$ cat config.mk
export PLATFORM = sky130hd
export DESIGN_NAME = uart_tx_8n1
export DESIGN_NICKNAME = d
export VERILOG_FILES = /design/src/rtl/uart_tx_8n1.sv
export SDC_FILE = /design/constraint.sdc
export NUM_CORES = 1
export LEC_CHECK = 0
export ABC_AREA = 0
export CAP_MARGIN = 20
export CORE_MARGIN = 2
export CORE_UTILIZATION = 50
export CTS_CLUSTER_DIAMETER = 200
export CTS_CLUSTER_SIZE = 10
export DETAILED_ROUTE_END_ITERATION = 6
export GPL_TIMING_DRIVEN = 0
export PLACE_DENSITY = 0.82
export SYNTH_ARGS = -nofsm -noshare
export SYNTH_HDL_FRONTEND = slang
export SYNTH_SLANG_ARGS = --single-unit
$ cat constraint.sdc
create_clock -name clk -period 2.2 [get_ports clk]
set_input_delay 0.33 -clock clk [delete_from_list [all_inputs] [get_ports clk]]
set_output_delay 0.33 -clock clk [all_outputs]
set_load 0.01 [all_outputs]
$ cat src/rtl/uart_tx_8n1.sv
// UART serial transmitter: one byte per frame, LSB first, start bit,
// optional parity bit and one or two stop bits. Bit timing comes from an
// external baud_tick enable; the start bit is aligned to the tick grid.
module uart_tx_8n1 #(
  parameter int unsigned PARITY_EN  = 0,
  parameter int unsigned PARITY_ODD = 0,
  parameter int unsigned STOP_BITS  = 1
) (
  input  logic       clk,
  input  logic       rst_n,
  input  logic       baud_tick,
  input  logic [7:0] tx_data,
  input  logic       tx_start,
  output logic       tx_busy,
  output logic       tx_out
);

  typedef enum logic [2:0] {
    S_IDLE,
    S_WAIT,
    S_START,
    S_DATA,
    S_PARITY,
    S_STOP
  } state_t;

  // Index of the final stop bit; STOP_BITS is restricted to 1 or 2.
  localparam logic STOP_LAST = (STOP_BITS == 2) ? 1'b1 : 1'b0;

  state_t     state_q,    state_d;
  logic [7:0] shreg_q,    shreg_d;
  logic [2:0] bit_cnt_q,  bit_cnt_d;
  logic       stop_cnt_q, stop_cnt_d;
  logic       tx_out_q,   tx_out_d;
  logic       tx_busy_q,  tx_busy_d;
  logic       parity_bit;

  // The byte is held unshifted so parity can be taken over all 8 bits.
  assign parity_bit = (^shreg_q) ^ (PARITY_ODD != 0);

  // State and output registers with synchronous active-low reset.
  always_ff @(posedge clk) begin
    if (!rst_n) begin
      state_q    <= S_IDLE;
      shreg_q    <= '0;
      bit_cnt_q  <= '0;
      stop_cnt_q <= 1'b0;
      tx_out_q   <= 1'b1;
      tx_busy_q  <= 1'b0;
    end else begin
      state_q    <= state_d;
      shreg_q    <= shreg_d;
      bit_cnt_q  <= bit_cnt_d;
      stop_cnt_q <= stop_cnt_d;
      tx_out_q   <= tx_out_d;
      tx_busy_q  <= tx_busy_d;
    end
  end

  // Next-state logic; tx_out_d is the level the line takes for the next bit.
  always_comb begin
    state_d    = state_q;
    shreg_d    = shreg_q;
    bit_cnt_d  = bit_cnt_q;
    stop_cnt_d = stop_cnt_q;
    tx_out_d   = tx_out_q;
    tx_busy_d  = tx_busy_q;
    unique case (state_q)
      S_IDLE: begin
        tx_out_d  = 1'b1;
        tx_busy_d = 1'b0;
        if (tx_start) begin
          shreg_d    = tx_data;
          bit_cnt_d  = '0;
          stop_cnt_d = 1'b0;
          tx_busy_d  = 1'b1;
          state_d    = S_WAIT;
        end
      end
      S_WAIT: begin
        if (baud_tick) begin
          tx_out_d = 1'b0;
          state_d  = S_START;
        end
      end
      S_START: begin
        if (baud_tick) begin
          tx_out_d  = shreg_q[0];
          bit_cnt_d = '0;
          state_d   = S_DATA;
        end
      end
      S_DATA: begin
        if (baud_tick) begin
          if (bit_cnt_q == 3'd7) begin
            if (PARITY_EN != 0) begin
              tx_out_d = parity_bit;
              state_d  = S_PARITY;
            end else begin
              tx_out_d   = 1'b1;
              stop_cnt_d = 1'b0;
              state_d    = S_STOP;
            end
          end else begin
            bit_cnt_d = bit_cnt_q + 3'd1;
            tx_out_d  = shreg_q[bit_cnt_d];
          end
        end
      end
      S_PARITY: begin
        if (baud_tick) begin
          tx_out_d   = 1'b1;
          stop_cnt_d = 1'b0;
          state_d    = S_STOP;
        end
      end
      S_STOP: begin
        tx_out_d = 1'b1;
        if (baud_tick) begin
          if (stop_cnt_q == STOP_LAST) begin
            tx_busy_d = 1'b0;
            state_d   = S_IDLE;
          end else begin
            stop_cnt_d = 1'b1;
          end
        end
      end
      default: begin
        tx_out_d  = 1'b1;
        tx_busy_d = 1'b0;
        state_d   = S_IDLE;
      end
    endcase
  end

  assign tx_out  = tx_out_q;
  assign tx_busy = tx_busy_q;

endmodule

# --- Yosys cells after proc, flatten, opt, wreduce, memory -nomap -nowiden ---
# Cells that the tools add are included.
op_classes:
  reduce_logical: 10
  mux: 32
  bitwise: 1
  order_cmp: 1
  n_eq_ne: 15
  add_sub_neg: 1
op_table:
  columns: ["cell", "n"]
  rows:
  - ["3-bit two-way mux", 12]
  - ["2-bit != test (second input constant)", 9]
  - ["3-bit one-hot mux with 6 select lines", 1]
  - ["1-bit two-way mux", 14]
  - ["3-bit == test (second input constant)", 3]
  - ["3-bit one-hot mux with 3 select lines", 1]
  - ["1-bit one-hot mux with 4 select lines", 2]
  - ["8-bit AND reduction", 1]
  - ["3-bit by 2-bit == test with 1-bit output (second input constant)", 2]
  - ["6-bit AND reduction", 1]
  - ["5-bit AND reduction", 1]
  - ["3-bit by 4-bit less-than comparator with 1-bit output (second input constant)", 1]
  - ["4-bit AND reduction", 1]
  - ["4-bit nonzero test", 1]
  - ["4-bit OR reduction", 1]
  - ["3-bit by 1-bit adder with 3-bit output (second input constant)", 1]
  - ["1-bit binary-select mux with 3-bit select", 1]
  - ["3-bit by 1-bit == test with 1-bit output (second input constant)", 1]
  - ["3-bit zero test", 1]
  - ["1-bit one-hot mux with 3 select lines", 1]
  - ["3-bit AND reduction", 1]
  - ["3-bit nonzero test", 1]
  - ["2-bit AND reduction", 1]
  - ["1-bit inverter", 1]
word_totals:
  out_inout_bits: 2
  register_bits: 17
  elab_cells: 66

# --- Depth between registers and ports, before layout ---
logic_depth:
  ltp_word: 6
  ltp_mapped: 6
  depth_no_buf: 6

# --- Least setup slack after synthesis ---
# No wires, ideal clock.
synth_timing:
  path_kind: "flip-flop to flip-flop"
  from: "reg bit_cnt_q[0]"
  to: "reg tx_out_q (netlist: tx_out)"
  t_required_ns: 2.070
  setup_ns: 0.130
  period_less_slack_ns: 1.771
  stages_incl_launch_ff: 6
  arrival_ns: 1.641
  slack_ns: 0.429
  path_cell_list: "dfxtp_1 -> ha_1 -> mux4_1 -> mux2_2 -> nor4_2 -> o21ai_1"
synth_between:
  elab_chain_cells: 6
  word_cells_on_any_way: 7
  classes_between: "1 x add/sub; 1 x eq/ne; 5 x mux"
synth_rtl:
  columns: ["item", "line_no", "text"]
  rows:
  - ["from (decl)", "32", "logic [2:0] bit_cnt_q, bit_cnt_d;"]
  - ["from (signal assigned)", "53", "bit_cnt_q <= bit_cnt_d;"]
  - ["3-bit by 1-bit adder with 3-bit output", "105", "bit_cnt_d = bit_cnt_q + 3'd1;"]
  - ["1-bit binary-select mux with 3-bit select", "106", "tx_out_d = shreg_q[bit_cnt_d];"]
  - ["1-bit two-way mux (not written as such)", "106", null]
  - ["1-bit two-way mux *", "95", "if (bit_cnt_q == 3'd7) begin"]
  - ["1-bit two-way mux *", "94", "if (baud_tick) begin"]
  - ["1-bit one-hot mux with 4 select lines *", "68", "unique case (state_q)"]
  - ["to (signal assigned)", "55", "tx_out_q <= tx_out_d;"]
  - ["to (decl)", "34", "logic tx_out_q, tx_out_d;"]
# Mark *: on every way between the ends. The rest lies on a longest branch, timed or not. The select of a mux whose other input is x is not followed.
# A chain may end at the register's enable or synchronous reset.

# --- Worst setup path after layout ---
# Same ends and word-level chain as after synthesis.

==> run metrics <==
Post-Synthesis Cells 93; Hold Vio Cnt, Final 0; yosys warns 0; Async SR Flop Fraction 0%; total global routing overflow 0; Logic pwr share 19.0%; Slowest cell on crit path mux4_1; PostCTS Resize Cnt 0; Worst Hold Class flip-flop to flip-flop; synthesis-stage register bit count 16; internal power 0.471 mW; WL per Instance 13.7 um; TNS Setup 0 ps; Seq/Total Area, Yosys 38.2%; DP Worst Slack 298 ps; maximum VDD drop 490 uV; Max FO, Critical Path 5; Die Wd 44.9 um; worst reg-to-reg path cell count 5; CP Capture Type flip-flop; Cell variety after synth 32; Root Driver clkbuf_4; antenna violations before repair 0; final WL 1730 um; Core Area 1540 um2; hold_buf cts 0; area of the die 2020 um2; Critical R2R Capture tx_out; Worst setup SP type flip-flop; hold-critical path depth 2; Worst Path Required 2380 ps; setup violators final 0; Starting Density 54.4%; Initial DRT Pass Iterations 4; Antenna Nets Post-Route 0; fmax 0.531 GHz; Worst Setup SP bit_cnt_q[0]; Num CTS Buffers 3; via count 721; EDFF count, synth 0; clock buffer depth 2; Final WS setup 316 ps; clk_lat worst skew 300 ps; H-tree levels 1; fin nets 125; total I/O pin count 14; DP Wirelength 1240 um; Synth Net Count 107; GPL Wtd Cong 0.772; final worst path period share 85.6%; Clk network pwr share 31.5%; Lkg Pwr 0.392 nW; R2R setup slack 320 ps; Total GRT Usage 20.0%; Site Rows 14; reg2reg start bit_cnt_q[0]; vias in the first global route 688; DR vias/cell 5.72; worst relative slew slack 65.6%; worst path cell trace ha_1, mux4_1, mux2_2, nor4_2, o21ai_1; maxcap violations 0; pwr dens 627 nW/um2; worst-margin pin slew 514 ps; # DRC 0; Net Sw Frac 26.6%; Hold WS 456 ps; first-pass GRT wire length 2900 um; Final Max Tran Viols 0; worst setup path endpoint tx_out; CP max stage delay 560 ps; fin util 66.5%; top_reg_cell synth dfxtp_1; CTS Sinks 16; synthesized cell area 838 um2; Reg clk slew, reported paths 100 ps; largest net degree at the start of global routing 11; unrepaired setup endpoints after global routing false; CP Class flip-flop to flip-flop; Max Clock Skew 10.4 ps; status complete, no violations; layout cells sized above 1 9.09%; sw power 0.171 mW; Flop pwr share 49.5%; Port Buffers 13; CTS tree done; Starting DRT DRC Count 19; post-layout minimum cycle time 1880 ps; Post-Syn Area per Cell 9.01 um2; Worst Path Arrival 2070 ps; postcts setup bufs 0; Syn-to-layout area delta 22.2%; Die Y 44.9 um; diodes inserted 0
==> kinds of logic (layout without fill, tap and decap cells) <==
group	count (synthesis)	count (layout)	share of synthesized area, %
muxes	6	6	11.2
AOI/OAI and AO/OA	18	18	15.5
adders and majority gates	2	2	2.98
and+or+nand+nor	46	46	29.1
buffers and inverters	5	22	2.98
DFF	16	16	38.2
==> layout make-up <==
type | instances | area (um2)
buffer | 4 | 21.3
clock buffer | 4 | 36.3
fill | 135 | 517
inverter | 1 | 3.75
multi-input combinational | 72 | 493
sequential | 16 | 320
tap | 16 | 20.0
timing repair buffer | 13 | 130
==> synthesized netlist by cell type (2+ instances only) <==
cell type,n,area (um2)
a21boi_0,6,45.0
a21boi_1,3,22.5
a21oi_1,2,10.0
buf_2,2,10.0
dfxtp_1,16,320
ha_1,2,25.0
mux2i_1,3,30.0
mux4_1,2,52.6
nand2_1,23,86.3
nand2b_1,2,12.5
nand3_1,4,20.0
nor2_1,5,18.8
nor2b_1,2,12.5
o21ai_0,2,10.0
o32ai_1,2,17.5
==> routing by layer <==
layer	up-vias	part of all wire [%]	global-route usage (%)
met5	-	0	0
met4	0	2.1	10.6
met3	4	4.9	4.80
met2	20	46	31.7
met1	329	46	24.9
li1	368	-	-
==> worst min path at each step <==
stage                     startpoint          to  slack [ps]
final                     shreg_q[7]  shreg_q[7]         460
after global placement    shreg_q[7]  shreg_q[7]         450
after floorplan           shreg_q[7]  shreg_q[7]         430
after detailed placement  shreg_q[7]  shreg_q[7]         450
after global routing      shreg_q[7]  shreg_q[7]         480
after CTS                 shreg_q[7]  shreg_q[7]         460
==> through the flow <==
step                total power [mW]  instances  instance area, um2
finish                         0.642        126                1020
global route                   0.668        126                1020
CTS                            0.646        126                1020
detailed placement             0.446        122                 988
global placement               0.442        122                 988
floorplan                      0.398         93                 838
==> cell usage in the layout, fill, tap and decap left out, types with 2 or more instances in the layout <==
master	netlist	routed
nand2_1	23	23
a21oi_1	2	2
mux4_1	2	2
nand2b_1	2	2
nor2_1	5	5
o21ai_0	2	2
o32ai_1	2	2
clkdlybuf4s50_1	0	13
nand3_1	4	4
ha_1	2	2
dfxtp_1	16	16
mux2i_1	3	3
a21boi_1	3	3
a21boi_0	6	6
nor2b_1	2	2
clkbuf_4	0	3
buf_2	2	2
==> critical path: cells and delay by family, from the launching register on <==
kind	cells	cell delay [ps]
flops	1	360
simple gates	1	140
mux	2	850
fa+ha+maj	1	360
compound gates	1	70
==> sequential cells by signal, summed over array words and instances (netlist names) <==
register / flops
tx_busy: 1
bit_cnt_q: 3
tx_out: 1
state_q: 3
shreg_q: 8
==> power by group through the flow <==
stage	clock, mW	sequential, mW	combinational [mW]
2_1_floorplan	0	0.324	0.0743
3_3_place_gp	0	0.324	0.118
3_5_place_dp	0	0.325	0.121
4_1_cts	0.205	0.318	0.123
5_1_grt	0.214	0.320	0.135
6_report	0.202	0.318	0.122
No activity file was read; power rests on OpenSTA's default activity.
